[config.mk]
export PLATFORM = sky130hd
export DESIGN_NAME = decode_sequencer
export DESIGN_NICKNAME = d
export VERILOG_FILES = /design/src/rtl/decode_pkg.sv /design/src/rtl/imm_decode.sv /design/src/rtl/decode_sequencer.sv
export SDC_FILE = /design/constraint.sdc
export NUM_CORES = 1
export LEC_CHECK = 0
export BUFFER_PORTS_ARGS = -buffer_cell sky130_fd_sc_hd__buf_2
export CAP_MARGIN = 15
export CORE_MARGIN = 2
export CORE_UTILIZATION = 40
export CTS_CLUSTER_DIAMETER = 30
export DETAILED_ROUTE_END_ITERATION = 16
export GPL_ROUTABILITY_DRIVEN = 0
export PLACE_DENSITY_LB_ADDON = 0.2
export SYNTH_ARGS = -nofsm -noshare
export SYNTH_HDL_FRONTEND = slang
export SYNTH_SLANG_ARGS = --single-unit
[constraint.sdc]
create_clock -name clk -period 4.05 [get_ports clk]
set_input_delay 0.2025 -clock clk [delete_from_list [all_inputs] [get_ports clk]]
set_output_delay 0.2025 -clock clk [all_outputs]
set_load 0.1 [all_outputs]
[src/rtl/decode_pkg.sv]
// Shared types for the decode stage: immediate-format select, opcode constants,
// control strobe bundle and skid occupancy states.
package decode_pkg;

    typedef enum logic [2:0] {
        IMM_NONE = 3'd0,
        IMM_I    = 3'd1,
        IMM_S    = 3'd2,
        IMM_B    = 3'd3,
        IMM_U    = 3'd4,
        IMM_J    = 3'd5
    } imm_sel_e;

    localparam logic [6:0] OPC_LOAD   = 7'b0000011;
    localparam logic [6:0] OPC_OP_IMM = 7'b0010011;
    localparam logic [6:0] OPC_JALR   = 7'b1100111;
    localparam logic [6:0] OPC_STORE  = 7'b0100011;
    localparam logic [6:0] OPC_BRANCH = 7'b1100011;
    localparam logic [6:0] OPC_OP     = 7'b0110011;
    localparam logic [6:0] OPC_SYSTEM = 7'b1110011;
    localparam logic [6:0] OPC_LUI    = 7'b0110111;
    localparam logic [6:0] OPC_AUIPC  = 7'b0010111;
    localparam logic [6:0] OPC_JAL    = 7'b1101111;

    typedef struct packed {
        logic reg_write;
        logic mem_read;
        logic mem_write;
        logic branch;
        logic jump;
        logic alu_src;
        logic illegal;
    } ctrl_t;

    typedef enum logic [1:0] {
        ST_EMPTY = 2'd0,
        ST_ONE   = 2'd1,
        ST_FULL  = 2'd2
    } occ_state_e;

endpackage

[src/rtl/imm_decode.sv]
// Combinational opcode classifier and immediate generator.
// DECODE_UJ_EN enables LUI/AUIPC (U) and JAL (J); otherwise those opcodes are illegal.
module imm_decode
    import decode_pkg::*;
#(
    parameter int unsigned XLEN = 32
) (
    input  logic [31:0]     instr,
    output logic [XLEN-1:0] imm,
    output imm_sel_e        imm_sel,
    output ctrl_t           ctrl
);

    logic [31:0] imm_i;
    logic [31:0] imm_s;
    logic [31:0] imm_b;
    logic [31:0] imm_u;
    logic [31:0] imm_j;
    logic [31:0] imm32;

    always_comb begin
        imm_i = {{20{instr[31]}}, instr[31:20]};
        imm_s = {{20{instr[31]}}, instr[31:25], instr[11:7]};
        imm_b = {{19{instr[31]}}, instr[31], instr[7], instr[30:25], instr[11:8], 1'b0};
        imm_u = {instr[31:12], 12'b0};
        imm_j = {{11{instr[31]}}, instr[31], instr[19:12], instr[20], instr[30:21], 1'b0};
    end

    always_comb begin
        imm_sel = IMM_NONE;
        ctrl    = '0;
        case (instr[6:0])
            OPC_LOAD: begin
                imm_sel        = IMM_I;
                ctrl.reg_write = 1'b1;
                ctrl.mem_read  = 1'b1;
                ctrl.alu_src   = 1'b1;
            end
            OPC_OP_IMM: begin
                imm_sel        = IMM_I;
                ctrl.reg_write = 1'b1;
                ctrl.alu_src   = 1'b1;
            end
            OPC_JALR: begin
                imm_sel        = IMM_I;
                ctrl.reg_write = 1'b1;
                ctrl.jump      = 1'b1;
                ctrl.alu_src   = 1'b1;
            end
            OPC_STORE: begin
                imm_sel        = IMM_S;
                ctrl.mem_write = 1'b1;
                ctrl.alu_src   = 1'b1;
            end
            OPC_BRANCH: begin
                imm_sel        = IMM_B;
                ctrl.branch    = 1'b1;
            end
            OPC_OP: begin
                ctrl.reg_write = 1'b1;
            end
            OPC_SYSTEM: begin
                imm_sel        = IMM_I;
            end
`ifdef DECODE_UJ_EN
            OPC_LUI, OPC_AUIPC: begin
                imm_sel        = IMM_U;
                ctrl.reg_write = 1'b1;
                ctrl.alu_src   = 1'b1;
            end
            OPC_JAL: begin
                imm_sel        = IMM_J;
                ctrl.reg_write = 1'b1;
                ctrl.jump      = 1'b1;
            end
`endif
            default: begin
                ctrl.illegal   = 1'b1;
            end
        endcase
    end

    // Every format is computed unconditionally; the select alone decides what leaves.
    always_comb begin
        case (imm_sel)
            IMM_I:   imm32 = imm_i;
            IMM_S:   imm32 = imm_s;
            IMM_B:   imm32 = imm_b;
            IMM_U:   imm32 = imm_u;
            IMM_J:   imm32 = imm_j;
            default: imm32 = '0;
        endcase
        imm = XLEN'($signed(imm32));
    end

endmodule

[src/rtl/decode_sequencer.sv]
// Registered decode stage with output register plus one skid entry and flush.
// Optional U/J decode is controlled by DECODE_UJ_EN inside imm_decode.
module decode_sequencer
    import decode_pkg::*;
#(
    parameter int unsigned XLEN       = 32,
    parameter int unsigned SKID_DEPTH = 2
) (
    input  logic            clk,
    input  logic            rst_n,
    input  logic            flush,
    input  logic            in_valid,
    output logic            in_ready,
    input  logic [31:0]     in_instr,
    input  logic [XLEN-1:0] in_pc,
    output logic            out_valid,
    input  logic            out_ready,
    output logic [31:0]     out_instr,
    output logic [XLEN-1:0] out_pc,
    output logic [XLEN-1:0] out_imm,
    output logic [2:0]      out_imm_sel,
    output logic            out_reg_write,
    output logic            out_mem_read,
    output logic            out_mem_write,
    output logic            out_branch,
    output logic            out_jump,
    output logic            out_alu_src,
    output logic            out_illegal
);

    if (SKID_DEPTH != 2) begin : g_depth_check
        $error("decode_sequencer supports SKID_DEPTH == 2 only");
    end

    typedef struct packed {
        logic [31:0]     instr;
        logic [XLEN-1:0] pc;
        logic [XLEN-1:0] imm;
        imm_sel_e        sel;
        ctrl_t           ctrl;
    } entry_t;

    occ_state_e state_q, state_d;
    entry_t     out_q, out_d;
    entry_t     skid_q, skid_d;
    entry_t     new_entry;
    logic       out_valid_q, out_valid_d;
    logic       in_ready_q, in_ready_d;
    logic       accept;
    logic       retire;

    logic [XLEN-1:0] dec_imm;
    imm_sel_e        dec_sel;
    ctrl_t           dec_ctrl;

    imm_decode #(
        .XLEN (XLEN)
    ) u_imm_decode (
        .instr   (in_instr),
        .imm     (dec_imm),
        .imm_sel (dec_sel),
        .ctrl    (dec_ctrl)
    );

    always_comb begin
        new_entry.instr = in_instr;
        new_entry.pc    = in_pc;
        new_entry.imm   = dec_imm;
        new_entry.sel   = dec_sel;
        new_entry.ctrl  = dec_ctrl;
    end

    assign accept = in_valid & in_ready_q;
    assign retire = out_valid_q & out_ready;

    always_comb begin
        state_d = state_q;
        out_d   = out_q;
        skid_d  = skid_q;
        if (flush) begin
            state_d = ST_EMPTY;
            out_d   = '0;
        end else begin
            case (state_q)
                ST_EMPTY: begin
                    if (accept) begin
                        out_d   = new_entry;
                        state_d = ST_ONE;
                    end
                end
                ST_ONE: begin
                    if (accept && retire) begin
                        out_d   = new_entry;
                    end else if (accept) begin
                        skid_d  = new_entry;
                        state_d = ST_FULL;
                    end else if (retire) begin
                        state_d = ST_EMPTY;
                    end
                end
                ST_FULL: begin
                    if (retire) begin
                        out_d   = skid_q;
                        state_d = ST_ONE;
                    end
                end
                default: begin
                    state_d = ST_EMPTY;
                end
            endcase
        end
        out_valid_d = (state_d != ST_EMPTY);
        in_ready_d  = (state_d != ST_FULL);
    end

    always_ff @(posedge clk or negedge rst_n) begin
        if (!rst_n) begin
            state_q     <= ST_EMPTY;
            out_q       <= '0;
            skid_q      <= '0;
            out_valid_q <= 1'b0;
            in_ready_q  <= 1'b1;
        end else begin
            state_q     <= state_d;
            out_q       <= out_d;
            skid_q      <= skid_d;
            out_valid_q <= out_valid_d;
            in_ready_q  <= in_ready_d;
        end
    end

    always_comb begin
        in_ready      = in_ready_q;
        out_valid     = out_valid_q;
        out_instr     = out_q.instr;
        out_pc        = out_q.pc;
        out_imm       = out_q.imm;
        out_imm_sel   = out_q.sel;
        out_reg_write = out_q.ctrl.reg_write;
        out_mem_read  = out_q.ctrl.mem_read;
        out_mem_write = out_q.ctrl.mem_write;
        out_branch    = out_q.ctrl.branch;
        out_jump      = out_q.ctrl.jump;
        out_alu_src   = out_q.ctrl.alu_src;
        out_illegal   = out_q.ctrl.illegal;
    end

endmodule
==> summary.md, run 1 <==
| Metric | Value |
|---|---|
| Clock-pin slew on the worst setup and hold paths | `0.07 ns` |
| Mapped Nets | `964` |
| EDFF count, synth | `0` |
| Mapped Cells | `895` |
| CP Data Required Time | `4.42 ns` |
| Critical path fanouts, max | `34` |
| Slew Viols, Final | `0` |
| Cell Area, Placed | `9210 sq um` |
| Core ar. | `20800 sq um` |
| Synth Warn # | `0` |
| Initial core utilization | `40.4%` |
| Most frequent cells in the layout | `344 x nand2_1, 175 x dfrtp_1, 173 x buf_2` |
| Total CTS buffers | `17` |
| Netlist Area Pre-Place | `8410 sq um` |
| Ports | `177` |
| GRT overflow | `0` |
| Die area | `22200 sq um` |
| Root Driver | `clkbuf_16` |
| H-tree levels | `4` |
| Sequential area share after synthesis | `52.4%` |
| Static Leak | `5.00 nW` |
| Power per standard cell area | `568 nW/um^2` |
| Final-stage net count | `1118` |
| Hold crit path type | `in2reg` |
| Final-report hold violation count | `0` |
| Fin crit share | `56.8%` |
| FF+latch count, synth | `176` |
| Final setup viols | `0` |
| Worst-Skew Late Latency | `0.43 ns` |
| Area grow syn2layout | `21.6%` |
| Post-route ant nets | `0` |
| WS Path Type | `reg2reg` |
| Slew @ Worst Pin | `1.11 ns` |
| Initial antenna violation count | `0` |
| Post-CTS Setup Repair Bufs | `0` |
| Ant diodes | `0` |
| Outcome | `completed` |
| Setup_tns | `0 ns` |
| RSZ-0062 raised after global routing | `false` |
| Clock skew | `0.0140 ns` |
| Post-synthesis area per instance | `9.40 sq um` |
| Drt total wl | `21400 microns` |
| Die Wd | `149 microns` |
| WL/cell | `16.0 microns` |
| Vias | `6914` |
| Final Critical Period | `2.30 ns` |
| Max Cap Violations | `0` |
| Largest net degree at the start of global routing | `119` |
| First-pass DRT Iterations | `5` |
| Clock buffer depth | `2` |
| Max VDD drop | `0.000282 V` |
| I/O Buffers | `175` |
| Crit. End Element | `flop` |
| CP peak stage delay | `0.64 ns` |
| Total GRT Usage | `19.9%` |
| Commonest non-fill, non-tap cell in the layout | `nand2_1` |
| Post-synth ARST share | `100%` |
| Power, Total | `5.81 mW` |
| # rows | `53` |
| DR DRC count | `0` |
| CTS sink cnt | `176` |
| Initial drt markers | `457` |
| Vias in the first global route | `6616` |
| Arrival time of the worst setup path | `2.67 ns` |
| Fmax achieved | `434 MHz` |
| First-pass GRT wire length | `35000 microns` |
| Final HPWL DP | `12900 microns` |
| Share of cells above drive strength 1 | `26.1%` |
| Critical-path cell list | `a21boi_4, and2_2, buf_4, nand3_1, nand2_1` |
| Slowest-stage cell, CP | `and2_2` |
| Die height | `149 microns` |
| Main synth FF type | `dfrtp_1` |
| Vias per cell | `5.17` |
| CTS tree | `done` |
| Rel. slew slack | `26.0%` |
| Post-route design area | `10200 sq um` |
| Critical path launch point type | `flop` |
| Cell variety after synth | `59` |
cells by family after synthesis:
kind of cell              count (synthesis)  share of synthesized area (%)
buffers and inverters                    97                           6.65
xor gates and xnor gates                  1                          0.104
AOI/OAI and AO/OA                       153                           18.5
other                                     1                         0.0446
and+or+nand+nor                         465                           22.1
muxes                                     2                          0.253
DFF                                     176                           52.4
power by group:
group | switching, mW | internal [mW]
combinational | 1.46 | 0.405
sequential | 0.206 | 2.12
clock | 0.733 | 0.876
metal layers:
metal	vias up	GRT usage, %	part of all wire, %
met5	-	0	0
met1	3369	27.5	46
met4	0	6.48	1.9
li1	3332	-	-
met3	28	2.84	4.3
met2	185	32.5	47
worst paths after layout:
kind / to / cells after the start / slack [ns] / from
max in group asynchronous: out_pc[11] / 3 / 2.68 / rst_n
min in group asynchronous: skid_q[13] / 2 / 0.48 / rst_n
max reg2reg: skid_q[6] / 5 / 1.75 / state_q[0]
min reg2reg: skid_q[42] / 2 / 0.47 / skid_q[42]
max: skid_q[6] / 5 / 1.75 / state_q[0]
min: skid_q[103] / 3 / 0.02 / in_instr[29]
flip-flops by register name, indices dropped and copies added (netlist names), 2 cells and up:
register and count:
out_imm 13, state_q 2, out_instr 32, skid_q 86, out_imm_sel 2, out_pc 32
synth_stat cells, types with 5 or more instances:
cell,instances,area share [%]
a211oi_1,7,0.62
a21boi_0,6,0.54
a21oi_1,10,0.59
a22o_1,8,0.83
a311oi_1,14,1.5
a311oi_2,51,9.1
buf_2,21,1.2
buf_4,31,2.8
buf_6,7,0.94
clkbuf_1,33,1.5
dfrtp_1,175,52
nand2_1,344,15
nand2b_1,7,0.52
nand3_1,9,0.54
nor2_1,77,3.4
nor4_1,5,0.37
o21ai_0,15,0.89
o2bb2ai_1,6,0.62
final cells by class:
class	instances	area (sq um)
Sequential cell	176	4410
Clock buffer	19	443
Inverter	5	18.8
Clock inverter	13	126
Multi-Input combinational cell	622	3480
Fill cell	2082	10600
Tap cell	275	344
Timing Repair Buffer	227	1420
metrics by stage:
step                hold slack, ns  cells  worst slack [ns]  util [%]
floorplan                  -0.0931    895              1.97         -
finish                      0.0204   1337              1.75      49.1
global route               0.00991   1337              1.54      49.1
detailed placement           0.417   1260              1.67      44.2
global placement             0.411   1260              1.71      44.2
CTS                        0.00424   1337              1.72      49.1
worst max-delay path, delay by kind of cell (launching register included):
kind,cells,cell delay (ns)
compound gates,1,0.34
buf+inv,1,0.48
flops,1,0.56
simple gates,3,0.84
repair_timing:
action / in CTS / in global routing
hold endpoints to repair: 154 / 0
resized for setup: 0 / 0
hold buffers: 45 / 0
(Power assumes the default switching activity.)
==> run 2: changes to the inputs <==
clock period = 2.21 ns   (was 4.05 ns; I/O delays follow)
==> run 2 against run 1 <==
- setup slack worse by 1.5 ns
- register-to-register slack lost 1.5 ns
- count of clock-buffer cells in the layout unchanged
- die area unchanged
- sequential power grew 83%
- non-clock buffer count grew 40
- first-iteration DRC count decreased by 25%
- critical path depth up 1
- via count is 0.71% higher
- global-route usage up 0.45 points
- largest power group unchanged
- highest routed layer unchanged
==> summary.md, run 2 (synthesis gave the netlist of run 1 again) <==
| Metric | Value |
|---|---|
| Area grow syn2layout | `27.3%` |
| Buf/Inv on CP | `2` |
| Critical path fanouts, max | `46` |
| Final-stage net count | `1158` |
| Vias per cell | `5.06` |
| Static Leak | `5.24 nW` |
| Largest net degree at the start of global routing | `83` |
| Die height | `149 microns` |
| Final Critical Period | `1.98 ns` |
| Ant diodes | `0` |
| Arrival time of the worst setup path | `2.30 ns` |
| Fin cells | `1377` |
| CTS sink cnt | `176` |
| CP Data Required Time | `2.53 ns` |
| Fmax achieved | `504 MHz` |
| Worst-Skew Late Latency | `0.42 ns` |
| Initial drt markers | `343` |
| Int Pwr | `6.46 mW` |
| Setup ws final | `0.228 ns` |
| WL/cell | `16.0 microns` |
| Initial core utilization | `40.4%` |
| Setup_tns | `0 ns` |
| Critical-path cell list | `nand2_1, o31ai_4, buf_12, buf_12, nor2_1, a311oi_1` |
| Total CTS buffers | `17` |
| Most frequent cells in the layout | `344 x nand2_1, 175 x dfrtp_1, 173 x buf_2` |
| Slew Viols, Final | `0` |
| CP most frequent cell | `buf_12` |
| Largest Register | `skid_q` |
| Clock skew | `0.0118 ns` |
| Slowest-stage cell, CP | `dfstp_2` |
| Final Util | `51.4%` |
| Uppermost routed layer | `met4` |
| NetSw | `4.41 mW` |
| Detail Route met3 WL | `912 microns` |
| Max VDD drop | `0.000622 V` |
| M1 wire length | `10100 microns` |
| WS Path Type | `reg2reg` |
| Initial antenna violation count | `0` |
| Core ar. | `20800 sq um` |
| Fillcell total | `1971` |
| Net Sw Frac | `40.6%` |
| Final HPWL DP | `14100 microns` |
| Ports | `177` |
| Slew @ Worst Pin | `0.557 ns` |
| Vias | `6963` |
| Root Driver | `clkbuf_16` |
| Final-report hold violation count | `0` |
| Commonest non-fill, non-tap cell in the layout | `nand2_1` |
| First-pass DRT Iterations | `5` |
| First-pass GRT wire length | `35700 microns` |
| H-tree levels | `4` |
| Clock power share | `28.1%` |
| Power per standard cell area | `1010 nW/um^2` |
| GRT overflow | `0` |
| Post-route ant nets | `0` |
| Vias in the first global route | `6748` |
| Rel. slew slack | `62.9%` |
| Max Cap Violations | `0` |
| Met2 wire length | `10600 microns` |
| Logic pwr share | `32.7%` |
| R2R Setup Slk | `0.23 ns` |
| Die area | `22200 sq um` |
| Dpl ws | `0.210 ns` |
| Cell family with most CP delay | `compound AO/OA/AOI/OAI gates` |
| Critical path launch point type | `flop` |
| Clock-pin slew on the worst setup and hold paths | `0.07 ns` |
| Largest register FFs | `86` |
| Final setup viols | `0` |
| I/O Buffers | `175` |
| Die Wd | `149 microns` |
| CP peak stage delay | `0.53 ns` |
| RSZ-0062 raised after global routing | `false` |
| Hold crit path type | `in2reg` |
| CTS tree | `done` |
| Placed insts | `1284` |
| Crit. End Element | `flop` |
| DR DRC count | `0` |
| Outcome | `completed` |
| Drt total wl | `22000 microns` |
| Fin crit share | `89.7%` |
| # rows | `53` |
| Share of cells above drive strength 1 | `27.3%` |
| Total GRT Usage | `20.4%` |
| Clock buffer depth | `2` |
| Flop pwr share | `39.2%` |
| Power, Total | `10.9 mW` |
## run 2: routing by layer
metal | track usage [%] | vias to the layer above
met5 | 0 | -
met4 | 6.76 | 0
met3 | 3.15 | 24
met2 | 33.6 | 181
met1 | 27.5 | 3353
li1 | - | 3405
## run 2: worst min-delay path: cells and delay by family
family	cells	cell delay, ns
buffers and inverters	1	0.18
AND/OR/NAND/NOR	2	0.12
## run 2: cell type report
type / count / area [sq um] / share of cell area [%]
clock buffer: 19 / 443 / 4.14
clock inverter: 13 / 154 / 1.44
inverter: 5 / 18.8 / 0.175
multi-input combinational: 622 / 3480 / 32.5
sequential: 176 / 4410 / 41.1
tap: 275 / 344 / 3.21
timing repair buffer: 267 / 1870 / 17.4
## run 2: path summary, 6_finish.rpt
kind / startpoint / to / depth (start not counted)
setup / recovery: in_ready / out_instr[5] / 6
hold / removal: in_instr[4] / skid_q[78] / 3
setup reg to reg: in_ready / out_instr[5] / 6
hold reg to reg: skid_q[47] / skid_q[47] / 2
max in group asynchronous: rst_n / out_imm[6] / 3
min in group asynchronous: rst_n / out_instr[9] / 2
## run 2: per-stage QoR
| stage | hold slack [ns] | cell area, sq um |
|---|---|---|
| detailed placement | 0.0247 | 9500 |
| finish | 0.0258 | 10700 |
| floorplan | -0.185 | 8410 |
| CTS | 0.00850 | 10700 |
| global route | 0.0464 | 10700 |
| global placement | 0.0263 | 9500 |
## run 2: repair_timing
item	CTS	global route
hold buffers	61	0
gates resized for setup	0	0
setup endpoints to repair	0	0
endpoints found under the hold margin	215	0
setup buffers	0	0
## run 2: power by group through the flow
| stage | clock (mW) | sequential (mW) | combinational (mW) |
|---|---|---|---|
| 5_1_grt | 3.25 | 4.34 | 3.82 |
| 3_5_place_dp | 0 | 4.32 | 3.50 |
| 2_1_floorplan | 0 | 5.57 | 1.54 |
| 4_1_cts | 3.12 | 4.26 | 3.59 |
| 3_3_place_gp | 0 | 4.31 | 3.46 |
| 6_report | 3.05 | 4.26 | 3.56 |
